===== src/rtl/seg7_scan_decoder_if.sv =====
// seg7_scan_decoder_if
//   Bundles the scanned 7-segment display pins and the decoded result bus
//   for seg7_scan_decoder.
//   master : drives seg_n / dig_sel_n / err_clr, observes the decoded outputs
//   slave  : the decoder side (consumes pins, produces decoded outputs)
//   seg_n       [6:0]            segment lines, active-low, bit0=a .. bit6=g
//   dig_sel_n   [NUM_DIGITS-1:0] digit enables, active-low, one-hot-low
//   err_clr                      synchronous clear of err_flag
//   digits      [4*NUM_DIGITS-1:0] decoded nibble per position
//   digit_valid [NUM_DIGITS-1:0] position holds a decoded hex value
//   update                       one-cycle pulse per commit
//   upd_idx     [2:0]            committed position (valid while update=1)
//   err_flag                     sticky illegal-pattern indicator
interface seg7_scan_decoder_if #(
    parameter int unsigned NUM_DIGITS = 4
);
    logic [6:0]              seg_n;
    logic [NUM_DIGITS-1:0]   dig_sel_n;
    logic                    err_clr;
    logic [4*NUM_DIGITS-1:0] digits;
    logic [NUM_DIGITS-1:0]   digit_valid;
    logic                    update;
    logic [2:0]              upd_idx;
    logic                    err_flag;

    modport master (
        output seg_n, dig_sel_n, err_clr,
        input  digits, digit_valid, update, upd_idx, err_flag
    );

    modport slave (
        input  seg_n, dig_sel_n, err_clr,
        output digits, digit_valid, update, upd_idx, err_flag
    );
endinterface


===== src/rtl/seg7_scan_decoder.sv =====
// seg7_scan_decoder
//   Samples a multiplexed (scanned) 7-segment display, waits for each
//   {dig_sel_n, seg_n} pattern to be stable for STABLE_CYCLES samples, then
//   decodes it into a per-position hex nibble.
//   clk    : single clock, rising edge
//   rst_n  : asynchronous active-low reset
//   bus    : seg7_scan_decoder_if.slave (pins in, decoded results out)
module seg7_scan_decoder #(
    parameter int unsigned NUM_DIGITS    = 4,
    parameter int unsigned STABLE_CYCLES = 8
) (
    input  logic                 clk,
    input  logic                 rst_n,
    seg7_scan_decoder_if.slave   bus
);

    localparam int unsigned PW        = NUM_DIGITS + 7;
    localparam logic [7:0]  STABLE_LIM = 8'(STABLE_CYCLES);

    typedef enum logic [1:0] {
        S_WAIT,
        S_SETTLE,
        S_HELD
    } state_t;

    // Two-flop synchronizer plus one history stage for change detection.
    // All-ones is the idle/blank pattern, so reset never looks like a change.
    logic [PW-1:0] sync1, sync2, prev;
    logic          changed;

    state_t        state_q, state_d;
    logic [7:0]    cnt_q, cnt_d;
    logic          commit;

    logic [NUM_DIGITS-1:0]   sel_low;
    logic                    onehot, multi;
    logic [2:0]              sel_idx;
    logic [5:0]              dec;
    logic                    legal, blank;
    logic [3:0]              nib;
    logic                    set_err;

    logic [4*NUM_DIGITS-1:0] digits_q;
    logic [NUM_DIGITS-1:0]   valid_q;
    logic                    update_q;
    logic [2:0]              idx_q;
    logic                    err_q;

    // Returns {legal, blank, nibble} for an active-low segment pattern.
    function automatic logic [5:0] decode(input logic [6:0] s);
        logic [5:0] r;
        r = '0;
        case (s)
            7'h40: r = {2'b10, 4'h0};
            7'h79: r = {2'b10, 4'h1};
            7'h24: r = {2'b10, 4'h2};
            7'h30: r = {2'b10, 4'h3};
            7'h19: r = {2'b10, 4'h4};
            7'h12: r = {2'b10, 4'h5};
            7'h02: r = {2'b10, 4'h6};
            7'h78: r = {2'b10, 4'h7};
            7'h00: r = {2'b10, 4'h8};
            7'h10: r = {2'b10, 4'h9};
            7'h08: r = {2'b10, 4'hA};
            7'h03: r = {2'b10, 4'hB};
            7'h46: r = {2'b10, 4'hC};
            7'h21: r = {2'b10, 4'hD};
            7'h06: r = {2'b10, 4'hE};
            7'h0E: r = {2'b10, 4'hF};
            7'h7F: r = {2'b01, 4'h0};
            default: r = '0;
        endcase
        return r;
    endfunction

    always_ff @(posedge clk or negedge rst_n) begin
        if (!rst_n) begin
            sync1 <= '1;
            sync2 <= '1;
            prev  <= '1;
        end else begin
            sync1 <= {bus.dig_sel_n, bus.seg_n};
            sync2 <= sync1;
            prev  <= sync2;
        end
    end

    assign changed = (sync2 != prev);

    always_ff @(posedge clk or negedge rst_n) begin
        if (!rst_n) begin
            state_q <= S_WAIT;
            cnt_q   <= '0;
        end else begin
            state_q <= state_d;
            cnt_q   <= cnt_d;
        end
    end

    // Commit is taken on the cycle the counter sits at the limit; the
    // pattern being committed is 'prev', which is still the stable value
    // even if sync2 has just moved on.
    always_comb begin
        state_d = state_q;
        cnt_d   = cnt_q;
        commit  = 1'b0;
        case (state_q)
            S_WAIT: begin
                if (changed) begin
                    state_d = S_SETTLE;
                    cnt_d   = 8'd1;
                end
            end
            S_SETTLE: begin
                if (cnt_q == STABLE_LIM) begin
                    commit = 1'b1;
                    if (changed) begin
                        cnt_d = 8'd1;
                    end else begin
                        state_d = S_HELD;
                    end
                end else if (changed) begin
                    cnt_d = 8'd1;
                end else begin
                    cnt_d = cnt_q + 8'd1;
                end
            end
            S_HELD: begin
                if (changed) begin
                    state_d = S_SETTLE;
                    cnt_d   = 8'd1;
                end
            end
            default: begin
                state_d = S_WAIT;
                cnt_d   = '0;
            end
        endcase
    end

    assign sel_low = ~prev[PW-1:7];
    assign onehot  = ($countones(sel_low) == 1);
    assign multi   = ($countones(sel_low) > 1);
    assign dec     = decode(prev[6:0]);
    assign legal   = dec[5];
    assign blank   = dec[4];
    assign nib     = dec[3:0];
    assign set_err = commit && (multi || (onehot && !legal && !blank));

    always_comb begin
        sel_idx = '0;
        for (int unsigned i = 0; i < NUM_DIGITS; i++) begin
            if (sel_low[i]) begin
                sel_idx = 3'(i);
            end
        end
    end

    always_ff @(posedge clk or negedge rst_n) begin
        if (!rst_n) begin
            digits_q <= '0;
            valid_q  <= '0;
            update_q <= 1'b0;
            idx_q    <= '0;
            err_q    <= 1'b0;
        end else begin
            update_q <= 1'b0;
            if (commit && onehot) begin
                update_q <= 1'b1;
                idx_q    <= sel_idx;
                for (int unsigned i = 0; i < NUM_DIGITS; i++) begin
                    if (sel_low[i]) begin
                        if (legal) begin
                            digits_q[4*i +: 4] <= nib;
                            valid_q[i]         <= 1'b1;
                        end else begin
                            // blank or illegal: position no longer holds a value
                            valid_q[i] <= 1'b0;
                        end
                    end
                end
            end
            // A new error takes priority over a simultaneous clear.
            if (set_err) begin
                err_q <= 1'b1;
            end else if (bus.err_clr) begin
                err_q <= 1'b0;
            end
        end
    end

    assign bus.digits      = digits_q;
    assign bus.digit_valid = valid_q;
    assign bus.update      = update_q;
    assign bus.upd_idx     = idx_q;
    assign bus.err_flag    = err_q;

endmodule


===== src/flat_wrapper.sv =====
// flat-port wrapper written by rule: the top's interface ports become plain ports
module seg7_scan_decoder_flat 
#(
    parameter int unsigned NUM_DIGITS    = 4,
    parameter int unsigned STABLE_CYCLES = 8
)
  (clk, rst_n, bus_seg_n, bus_dig_sel_n, bus_err_clr, bus_digits, bus_digit_valid, bus_update, bus_upd_idx, bus_err_flag);
  seg7_scan_decoder_if #(.NUM_DIGITS(NUM_DIGITS)) bus_i ();
  input  logic clk;
  input  logic rst_n;
  input wire logic [$bits(bus_i.seg_n)-1:0] bus_seg_n;
  input wire logic [$bits(bus_i.dig_sel_n)-1:0] bus_dig_sel_n;
  input wire logic [$bits(bus_i.err_clr)-1:0] bus_err_clr;
  output wire logic [$bits(bus_i.digits)-1:0] bus_digits;
  output wire logic [$bits(bus_i.digit_valid)-1:0] bus_digit_valid;
  output wire logic [$bits(bus_i.update)-1:0] bus_update;
  output wire logic [$bits(bus_i.upd_idx)-1:0] bus_upd_idx;
  output wire logic [$bits(bus_i.err_flag)-1:0] bus_err_flag;
  assign bus_i.seg_n = bus_seg_n;
  assign bus_i.dig_sel_n = bus_dig_sel_n;
  assign bus_i.err_clr = bus_err_clr;
  assign bus_digits = bus_i.digits;
  assign bus_digit_valid = bus_i.digit_valid;
  assign bus_update = bus_i.update;
  assign bus_upd_idx = bus_i.upd_idx;
  assign bus_err_flag = bus_i.err_flag;
  seg7_scan_decoder #(.NUM_DIGITS(NUM_DIGITS), .STABLE_CYCLES(STABLE_CYCLES)) u_core (.clk(clk), .rst_n(rst_n), .bus(bus_i));
endmodule

===== config.mk =====
export PLATFORM = sky130hd
export DESIGN_NAME = seg7_scan_decoder_flat
export DESIGN_NICKNAME = d
export VERILOG_FILES = /design/src/rtl/seg7_scan_decoder_if.sv /design/src/rtl/seg7_scan_decoder.sv /design/src/flat_wrapper.sv
export SDC_FILE = /design/constraint.sdc
export NUM_CORES = 1
export LEC_CHECK = 0
export BUFFER_PORTS_ARGS = -buffer_cell sky130_fd_sc_hd__buf_4
export CORE_ASPECT_RATIO = 0.9
export CORE_MARGIN = 3
export CORE_UTILIZATION = 40
export CTS_BUF_LIST = sky130_fd_sc_hd__clkbuf_8
export DETAILED_ROUTE_END_ITERATION = 10
export GPL_ROUTABILITY_DRIVEN = 0
export PLACE_DENSITY = 0.6
export SETUP_SLACK_MARGIN = 0.3
export SLEW_MARGIN = 10
export SYNTH_ARGS = -nofsm -noshare
export SYNTH_HDL_FRONTEND = slang
export SYNTH_SLANG_ARGS = --single-unit

===== constraint.sdc =====
create_clock -name clk -period 2.8 [get_ports clk]
set_input_delay 0.28 -clock clk [delete_from_list [all_inputs] [get_ports clk]]
set_output_delay 0.28 -clock clk [all_outputs]
set_load 0.005 [all_outputs]

=== Word-level counts from Yosys, hierarchy flattened ===
Index checks and enable logic that the tools add are counted.

* Add/subtract/negate cells: 4
* Magnitude comparators: 1
* Equal/unequal tests: 24
* Multiplexer cells: 18
* Bitwise gates (word level): 1
* Reductions and logical operators: 20

{| class="wikitable"
|+ Operators with widths
! cell !! number
|-
| $pmux 6 s17 || 1
|-
| $eq 7x7->1 const B || 5
|-
| $add 32x32->32 || 1
|-
| $eq 32x2->1 const B || 1
|-
| $gt 32x2->1 const B || 1
|-
| $mux 8 || 3
|-
| $eq 7x5->1 const B || 3
|-
| $eq 7x6->1 const B || 3
|-
| $pmux 8 s2 || 1
|-
| $reduce_and 3->1 || 5
|-
| $eq 7x2->1 const B || 2
|-
| $eq 7x4->1 const B || 2
|-
| $ne 11x11->1 || 1
|-
| $add 8x1->8 const B || 1
|-
| $eq 8x4->1 const B || 1
|-
| $reduce_and 2->1 || 4
|-
| $eq 7x3->1 const B || 1
|-
| $logic_not 7->1 || 1
|-
| $mux 1 || 7
|-
| $mux 2 || 3
|-
| $mux 3 || 2
|-
| $add 1x1->2 || 2
|-
| $logic_and 1x1->1 || 4
|-
| $ne 2x1->1 const B || 2
|-
| 10 further kinds || 11
|}

* Bits in registers: 68
* Bits of input ports: 14
* Output and inout bits: 25

=== Depth between registers and ports, before layout ===
Gate-level depths: netlist of the first run.

* Word-level depth: 9
* Gate-level depth with buffers: 11
* Mapped depth without buffers: 10

=== Worst setup path after synthesis of the first run ===
Ideal clock, no wire load.

* Kind: register to register
* Start point: reg u_core.prev[9]
* End point: reg u_core.digits_q[9] (netlist: u_core.bus.digits[9])
* Arrival: 2703 ps
* Data required time: 2723 ps
* Setup slack: 19 ps
* Cell stages (with the launch flop): 12
* Buffers on the path: 1
* Clock period less this slack: 2781 ps
* Path through: dfstp_2 > inv_1 > ha_1 > ha_1 > fa_1 > nor2_1 > nand2_1 > or2_4 > buf_12 > nor2_8 > mux2_2 > a21oi_1

* Cells in the longest elaborated chain, start to end: 6

{| class="wikitable"
|+ Ends and longest elaborated chain
! item !! RTL line !! text
|-
| start, declared || seg7_scan_decoder.sv:28 || <nowiki>logic [PW-1:0] sync1, sync2, prev;</nowiki>
|-
| start signal, assigned || seg7_scan_decoder.sv:84 || <nowiki>prev <= sync2;</nowiki>
|-
| $not 4->4 * || seg7_scan_decoder.sv:141 || <nowiki>assign sel_low = ~prev[PW-1:7];</nowiki>
|-
| $add 1x1->2 (not written as such) || seg7_scan_decoder.sv:142 || <nowiki>assign onehot = ($countones(sel_low) == 1);</nowiki>
|-
| $add 32x32->32 (not written as such) || seg7_scan_decoder.sv:142 ||
|-
| $eq 32x2->1 || seg7_scan_decoder.sv:142 ||
|-
| $logic_and 1x1->1 || seg7_scan_decoder.sv:168 || <nowiki>if (commit && onehot) begin</nowiki>
|-
| $reduce_and 3->1 (no line) * || - ||
|-
| end signal, assigned by index || seg7_scan_decoder.sv:174 || <nowiki>digits_q[4*i +: 4] <= nib;</nowiki>
|-
| end, declared || seg7_scan_decoder.sv:43 || <nowiki>logic [4*NUM_DIGITS-1:0] digits_q;</nowiki>
|}

Every way passes the cells marked *; elsewhere a longest branch is shown, timed or not.
A chain may end at the register's enable or synchronous reset.

=== Worst setup path after layout of the first run ===
* Start point: reg u_core.prev[10]
* End point: reg u_core.digits_q[13] (netlist: u_core.bus.digits[13])

The elaborated chain is that of the path after synthesis.

==> results_dict.tcl, run 1 <==
set metrics [dict create \
    status "finished, final reports clean" \
    finalHoldViolations 0 \
    clkPwrFrac_pct 43.2 \
    path_clk_slew_ps 70 \
    worstSetupPathType "reg2reg" \
    fp.dieH_um 89.76 \
    dp_cells 397 \
    dieWidth_um 99.07 \
    nNetsFinal 348 \
    layout_common_cells "buf_4 (47), dfrtp_1 (34), dfstp_2 (33)" \
    synth_nets 297 \
    synth_edf_count 0 \
    r2r-start "u_core.prev[10]" \
    vias 2197 \
    fin_util_pct 53.03 \
    placed_area_mm2 0.003490 \
    clock_skew_ps 10.08 \
    fin_crit_ps 2578 \
    drt-initial-drc-count 83 \
    path_max_fanout 6 \
    overflow 0 \
    num_io_pins 39 \
    period_share_pct 92.09 \
    core_mm2 0.007293 \
    rsz0062_at_grt "yes" \
    regToRegSetupSlack_ps 220 \
    worst_pin_slew_ps 802.2 \
    clk_latency_ps 340 \
    io_buffers 37 \
    max-cap-violations 0 \
    fin_cells 425 \
    dieArea_mm2 0.008892 \
    final_common_cell "buf_4" \
    seqPwrFrac_pct 50.4 \
    power_leakage_nw 1.765 \
    tritoncts "yes" \
    antenna-diode-count 0 \
    drt_pass1_iterations 4 \
    cp-end-kind "flip-flop" \
    cts_root_buffer "clkbuf_8" \
    syn_area_mm2 0.003118 \
    p_per_area_mw_per_mm2 535.6 \
    netSwitchingPower_uw 449.8 \
    drive_above_1_share_pct 41.57 \
    netlist_instances 276 \
    ys_warn_count 0 \
    ff2ff_path_depth 10 \
    fmax_ghz 0.3878 \
    critPathLaunchType "flip-flop" \
    clock-sinks 67 \
    drc 0 \
    grt_max_degree 68 \
    fp-row-count 29 \
    synthFlopType "dfrtp_1" \
    tns_ps 0 \
    synth_seq_cells 67 \
    wl_per_cell_um 14.16 \
    maxSlewViolCount 0 \
    avgViaCountPerCell 5.169 \
    antenna_found_initial 0 \
    relSlewSlack_pct 46.52 \
    grt_pass1_wl_um 10260 \
    grt_pass1_vias 2057 \
    cp.arrival_ps 2830 \
    cts_htree_levels 3 \
    initial_core_util_pct 42.75 \
    cts_buffers 9 \
    ys_seq_area_share_pct 55.10 \
    comb_power_share_pct 6.4 \
    synthToLayoutAreaGrowth_pct 24.04 \
    min_path_type "in2async" \
    ys_types 57 \
    required_ps 3060 \
    drt-total-wl_um 6016 \
    grt_util_all_layers_pct 14.34 \
    stdcell_area_mm2 0.003867 \
    intPower_mw 1.621 \
    hpwl_um 4004 \
    setup_viol 0 \
    postSynth.asyncResetShare_pct 100.0 \
    p_sw_share_pct 21.72 \
    fin_ws_ps 221.6 \
    ant_nets 0 \
    vdd_drop_max_v 0.0004042 \
    clk_path_buf_depth 2 \
    r2r-end "u_core.bus.digits[13]" \
    place_ws_ps 162.3 \
    avgSynthCellArea_um2 11.30 \
]
[flip-flops by register name, indices dropped and copies added, names as in the netlist]
name	cells
u_core.bus.err_flag	1
u_core.cnt_q	8
u_core.sync1	11
u_core.prev	11
u_core.bus.digits	16
u_core.bus.upd_idx	2
u_core.sync2	11
u_core.state_q	2
u_core.bus.update	1
u_core.bus.digit_valid	4
[logic make-up (layout without fill, tap and decap cells)]
| group | after synthesis | count (layout) | share of synthesized area [%] |
|---|---|---|---|
| simple gates | 89 | 89 | 17.74 |
| flops | 67 | 67 | 55.10 |
| compound gates | 60 | 60 | 11.20 |
| buf+inv | 27 | 83 | 4.695 |
| xor+xnor | 13 | 13 | 3.652 |
| mux | 12 | 12 | 4.454 |
| fa+ha+maj | 7 | 7 | 3.050 |
| other cells | 1 | 1 | 0.1203 |
[per-layer routing]
layer / up-vias / wire length (um) / track usage [%]
met5: - / 0 / 0
met4: 0 / 103 / 5.233
met3: 10 / 316 / 4.567
met2: 67 / 2622 / 19.57
met1: 1053 / 2974 / 21.18
li1: 1067 / - / -
[Yosys cell counts, drive strengths merged, types with 3 or more instances]
| library cell | count | area (um^2) |
|---|---|---|
| a21oi | 34 | 170.2 |
| inv | 14 | 52.55 |
| o21ai | 10 | 50.04 |
| nor2 | 25 | 141.4 |
| mux2 | 9 | 108.9 |
| buf | 11 | 86.33 |
| dfstp | 33 | 867.1 |
| mux2i | 3 | 30.03 |
| ha | 6 | 75.07 |
| nand2b | 4 | 25.02 |
| nand3b | 3 | 22.52 |
| xor2 | 12 | 105.1 |
| nor3 | 7 | 35.03 |
| a22oi | 3 | 22.52 |
| nand4b | 3 | 47.54 |
| nand2 | 20 | 80.07 |
| nand3 | 6 | 30.03 |
| nor3b | 3 | 22.52 |
| nor4 | 4 | 40.04 |
| dfrtp | 34 | 850.8 |
[worst max path at each step]
| stage | end | from |
|---|---|---|
| final | u_core.bus.digits[13] | u_core.prev[10] |
| after CTS | u_core.bus.digits[7] | u_core.prev[10] |
| after detailed placement | u_core.bus.digits[13] | u_core.prev[10] |
| after floorplan | u_core.bus.digits[11] | u_core.prev[8] |
| after global placement | u_core.bus.digits[13] | u_core.prev[10] |
| after global routing | u_core.bus.digits[15] | u_core.prev[8] |
[worst max-delay path, cell delays in order (launching register included)]
cell and delay [ps]:
dfstp_2 540, inv_2 40, ha_4 240, ha_4 150, fa_1 440, nor2_2 110, nand2_1 60, or2_4 330
nor2_4 150, mux2_4 320, a21oi_2 110
[what timing repair did]
| action | in CTS | in global routing |
|---|---|---|
| hold buffers | 0 | 0 |
| resized for setup | 11 | 12 |
| setup endpoints to repair | 8 | 21 |
| setup buffers | 9 | 3 |
| pin swaps | 10 | 9 |
[layout make-up]
cell class | count | area, um^2
well taps | 93 | 116.4
inverters | 14 | 52.55
flip-flops and latches | 67 | 1718
fillers | 636 | 3426
clock inverters | 5 | 75.07
multi-input cells | 182 | 1334
clock buffers | 11 | 151.4
repair buffers | 53 | 420.4
[power by group through the flow]
stage / sequential, mW / combinational, mW / clock, mW
2_1_floorplan: 1.04 / 0.0860 / 0
3_3_place_gp: 1.06 / 0.122 / 0
3_5_place_dp: 1.06 / 0.124 / 0
6_report: 1.04 / 0.133 / 0.894
5_1_grt: 1.05 / 0.149 / 0.964
4_1_cts: 1.04 / 0.132 / 0.923
[stage by stage]
step	hold slack, ps	power, mW
after floorplan	-15.59	1.130
after global placement	345.9	1.181
after detailed placement	346.8	1.183
after CTS	21.46	2.099
after global routing	16.42	2.162
final	22.67	2.071
Power figures use the tool's default switching activity.
==> run 2: changes to the inputs <==
CELL_PAD_IN_SITES_DETAIL_PLACEMENT = 0   (was default)
CELL_PAD_IN_SITES_GLOBAL_PLACEMENT = 2   (was default)
CORE_UTILIZATION = 36   (was 40)
PLACE_DENSITY = 0.77   (was 0.6)
==> results_dict.tcl, run 2 (synthesis gave the netlist of run 1 again) <==
set metrics [dict create \
    status "finished, final reports clean" \
    clk_path_buf_depth 2 \
    path_clk_slew_ps 70 \
    dieArea_mm2 0.009816 \
    overflow 0 \
    largest_reg_flops 16 \
    stdcell_area_mm2 0.003986 \
    worstSetupPathType "reg2reg" \
    final_common_cell "buf_4" \
    fp-row-count 31 \
    rsz0062_at_grt "yes" \
    intPower_mw 1.609 \
    cts_root_buffer "clkbuf_8" \
    avgViaCountPerCell 4.821 \
    dp_cells 420 \
    fin_util_pct 48.48 \
    cts_htree_levels 3 \
    seqCellArea_mm2 0.001718 \
    hold_buffers 0 \
    grt_util_all_layers_pct 14.18 \
    min_path_type "in2async" \
    nNetsFinal 354 \
    path_max_fanout 7 \
    initial_core_util_pct 37.92 \
    hpwl_um 4233 \
    ant_nets 0 \
    p_per_area_mw_per_mm2 521.1 \
    synthToLayoutAreaGrowth_pct 27.85 \
    clk_latency_ps 340 \
    tritoncts "yes" \
    fp.dieH_um 94.29 \
    netSwitchingPower_uw 468.5 \
    worst_pin_slew_ps 812.9 \
    clkPwrFrac_pct 42.7 \
    grt_pass1_vias 2245 \
    wl_per_cell_um 14.10 \
    seqPwrFrac_pct 50.3 \
    clock-sinks 67 \
    n_fill_cell 776 \
    vias 2184 \
    drt_pass1_iterations 4 \
    antenna_found_initial 0 \
    worstSetupStartpoint "u_core.prev[7]" \
    vdd_drop_max_v 0.0003558 \
    maxSlewViolCount 0 \
    fin_cells 453 \
    period_share_pct 91.80 \
    critPathLaunchType "flip-flop" \
    p_total_mw 2.077 \
    placed_area_mm2 0.003525 \
    drt-total-wl_um 6386 \
    drt-initial-drc-count 81 \
    setup_viol 0 \
    layout_common_cells "buf_4 (49), dfrtp_1 (34), dfstp_2 (33)" \
    ff2ff_path_depth 10 \
    cp.arrival_ps 2840 \
    comb_power_share_pct 7.0 \
    multiInputGateArea_mm2 0.001366 \
    antenna-diode-count 0 \
    core_mm2 0.008223 \
    drc 0 \
    grt_pass1_wl_um 10940 \
    regToRegSetupSlack_ps 230 \
    required_ps 3070 \
    cp-end-kind "flip-flop" \
    holdWs_ps 29.96 \
    relSlewSlack_pct 45.80 \
    num_io_pins 39 \
    cts_buffers 9 \
    fmax_ghz 0.3890 \
    fin_crit_ps 2570 \
    grt_max_degree 68 \
    max-cap-violations 0 \
    clock_skew_ps 8.420 \
    p_sw_share_pct 22.55 \
    tns_ps 0 \
    finalHoldViolations 0 \
    drive_above_1_share_pct 45.27 \
    fin_ws_ps 229.6 \
    io_buffers 37 \
    place_ws_ps 143.4 \
    dieWidth_um 104.1 \
    power_leakage_nw 1.811 \
    r2r-start "u_core.prev[7]" \
]
run 2: layer usage:
metal  up-vias  track usage (%)  part of all wire, %
met1      1048            18.28                   47
met3         4            5.567                  6.3
met2        60            22.35                   46
met4         0            3.765                 0.81
li1       1072                -                    -
met5         -                0                    0
run 2: cell type report:
type	instances	share of cell area, %
flip-flops and latches	67	43.09
repair buffers	59	12.05
clock inverters	6	2.197
well taps	115	3.610
clock buffers	10	3.453
inverters	14	1.318
multi-input cells	182	34.27
run 2: repair_timing:
item	CTS	global route
endpoints found under the setup margin	8	22
pin swaps	8	7
buffers inserted	12	5
resized for setup	8	26
run 2: worst paths after layout:
check / to
worst max-delay path: u_core.bus.digits[13]
worst min-delay path: u_core.bus.digits[9]
worst max register to register: u_core.bus.digits[13]
worst min register to register: u_core.sync2[4]
max in group asynchronous: u_core.cnt_q[0]
min in group clk: u_core.sync1[5]
run 2: power groups by stage:
stage               clock network [mW]  logic [mW]  registers, mW
floorplan                            0      0.0860           1.04
global placement                     0       0.123           1.06
detailed placement                   0       0.124           1.06
CTS                              0.921       0.139           1.04
global route                     0.971       0.165           1.05
finish                           0.887       0.146           1.04
run 2: worst max-delay path, stage by stage, from the launching register on:
cell,delay (ps)
dfstp_2,540
inv_2,40
ha_4,240
ha_4,150
fa_1,440
nor2_2,110
nand2_1,60
or2_4,330
nor2_4,180
mux2_4,320
a21oi_2,90
==> run 3: changes to the inputs <==
CAP_MARGIN = 30   (was default)
CORE_UTILIZATION = 34   (was 36)
CTS_BUF_LIST = sky130_fd_sc_hd__clkbuf_8 sky130_fd_sc_hd__clkbuf_16   (was sky130_fd_sc_hd__clkbuf_8)
MAX_ROUTING_LAYER = met4   (was default)
PLACE_DENSITY = 0.74   (was 0.77)
==> results_dict.tcl, run 3 (synthesis gave the netlist of run 1 again) <==
set metrics [dict create \
    tns_ps 0 \
    netSwitchingPower_uw 454.4 \
    final_common_cell "buf_4" \
    cp_common_cell "ha_4" \
    r2r-start "u_core.prev[8]" \
    p_sw_share_pct 23.38 \
    dp_cells 424 \
    drc 0 \
    clock_skew_ps 7.684 \
    intPower_mw 1.489 \
    fmax_ghz 0.3858 \
    hpwl_um 4322 \
    r2r-end "u_core.bus.digits[5]" \
    clkPwrFrac_pct 39.1 \
    layout_common_cells "buf_4 (50), dfrtp_1 (34), dfstp_2 (33)" \
    wl_per_cell_um 14.38 \
    setup_viol 0 \
    rsz0062_at_grt "yes" \
    antenna_found_initial 0 \
    clk_latency_ps 340 \
    ant_nets 0 \
    maxSlewViolCount 0 \
    hold_buffers 0 \
    grt_max_degree 68 \
    cpPeakStageDelay_ps 540 \
    period_share_pct 92.58 \
    max-cap-violations 0 \
    avgViaCountPerCell 4.810 \
    finalHoldViolations 0 \
    grt_pass1_wl_um 10890 \
    fin_cells 453 \
    status "finished, final reports clean" \
    worstSetupPathType "reg2reg" \
    dieWidth_um 106.9 \
    fp.dieH_um 96.85 \
    p_per_area_mw_per_mm2 496.7 \
    io_buffers 37 \
    dieArea_mm2 0.01036 \
    power_leakage_nw 1.778 \
    clock-sinks 67 \
    cp.arrival_ps 2850 \
    synthToLayoutAreaGrowth_pct 25.48 \
    relSlewSlack_pct 44.42 \
    path_clk_slew_ps 70 \
    drt-initial-drc-count 113 \
    cp_slowest_cell "dfstp_2" \
    p_total_mw 1.943 \
    cp-end-kind "flip-flop" \
    antenna-diode-count 0 \
    comb_power_share_pct 7.1 \
    vdd_drop_max_v 0.0003234 \
    fin_crit_ps 2592 \
    min_path_type "in2async" \
    seqPwrFrac_pct 53.8 \
    critPathLaunchType "flip-flop" \
    regToRegSetupSlack_ps 210 \
    path_max_fanout 5 \
    worst_pin_slew_ps 833.7 \
    largest_reg_flops 16 \
    initial_core_util_pct 35.72 \
    core_mm2 0.008728 \
    num_io_pins 39 \
    fp-row-count 32 \
    drive_above_1_share_pct 43.41 \
    clk_path_buf_depth 2 \
    grt_pass1_vias 2039 \
    tritoncts "yes" \
    required_ps 3060 \
    ff2ff_path_depth 10 \
    drt_pass1_iterations 4 \
    crit_chain "inv_2, ha_4, ha_4, fa_1, nor2_2, nand2_1, or2_4, nor2_8, mux2_4, a21oi_2" \
    cts_root_buffer "clkbuf_8" \
    grt_util_all_layers_pct 13.80 \
    cts_buffers 9 \
    nNetsFinal 350 \
    overflow 0 \
    vias 2179 \
    cts_htree_levels 3 \
    drt-total-wl_um 6515 \
]
## run 3: cell types whose count changed in the layout (fill, tap and decap cells not counted), sizes merged
| cell | delta |
|---|---|
| clkinvlp | -1 |
| bufinv | -2 |
| inv | +2 |
| clkinv | -1 |
| or2 | +1 |
| buf | -5 |
| clkbuf | +2 |
## run 3: layout make-up
cell class	count	area, um^2
Multi-Input combinational cell	183	1380
Clock inverter	4	16.27
Tap cell	119	148.9
Timing Repair Buffer	54	420.4
Fill cell	841	4816
Inverter	14	52.55
Clock buffer	12	176.4
Sequential cell	67	1718
## run 3: through the flow
step,utilization [%],setup WS (ps),area (um^2),hold slack [ps]
after detailed placement,40.44,97.83,3530,347.2
after global routing,44.83,144.7,3913,17.27
final,44.83,207.9,3913,26.46
after global placement,40.44,200.3,3530,345.7
after floorplan,-,121.5,3159,-15.59
after CTS,43.81,199.5,3824,21.23
## run 3: timing repair
action                     4_1_cts  5_1_grt
gates cloned                     1        0
buffers inserted                 9        3
gates resized for setup          9       17
setup endpoints to repair        8       18
pin swaps                        7       10
## run 3: per-layer routing
layer | vias up | track usage (%) | share of wire, %
met2 | 55 | 18.44 | 43
li1 | 1068 | - | -
met5 | - | - | 0
met4 | 0 | 5.310 | 1.2
met3 | 8 | 3.803 | 4.7
met1 | 1048 | 19.79 | 51
## run 3: power groups by stage
stage	Clock (mW)	Sequential, mW	Combinational [mW]
CTS	0.792	1.04	0.139
floorplan	0	1.04	0.0860
global placement	0	1.06	0.125
global route	0.843	1.05	0.155
detailed placement	0	1.06	0.127
finish	0.760	1.04	0.138
## run 3: critical path: cells and delay by family (launching register included)
kind / cells / cell delay, ps
buf+inv: 1 / 50
compound gates: 1 / 110
flops: 1 / 540
fa+ha+maj: 3 / 820
mux: 1 / 310
simple gates: 4 / 670
## run 3: worst max-delay path by stage
stage | start | endpoint | slack (ps)
after global placement | u_core.prev[10] | u_core.bus.digits[13] | 200
after floorplan | u_core.prev[8] | u_core.bus.digits[11] | 120
after global routing | u_core.prev[10] | u_core.bus.digits[13] | 140
final | u_core.prev[8] | u_core.bus.digits[5] | 210
after CTS | u_core.prev[8] | u_core.bus.digits[5] | 200
after detailed placement | u_core.prev[10] | u_core.bus.digits[5] | 100
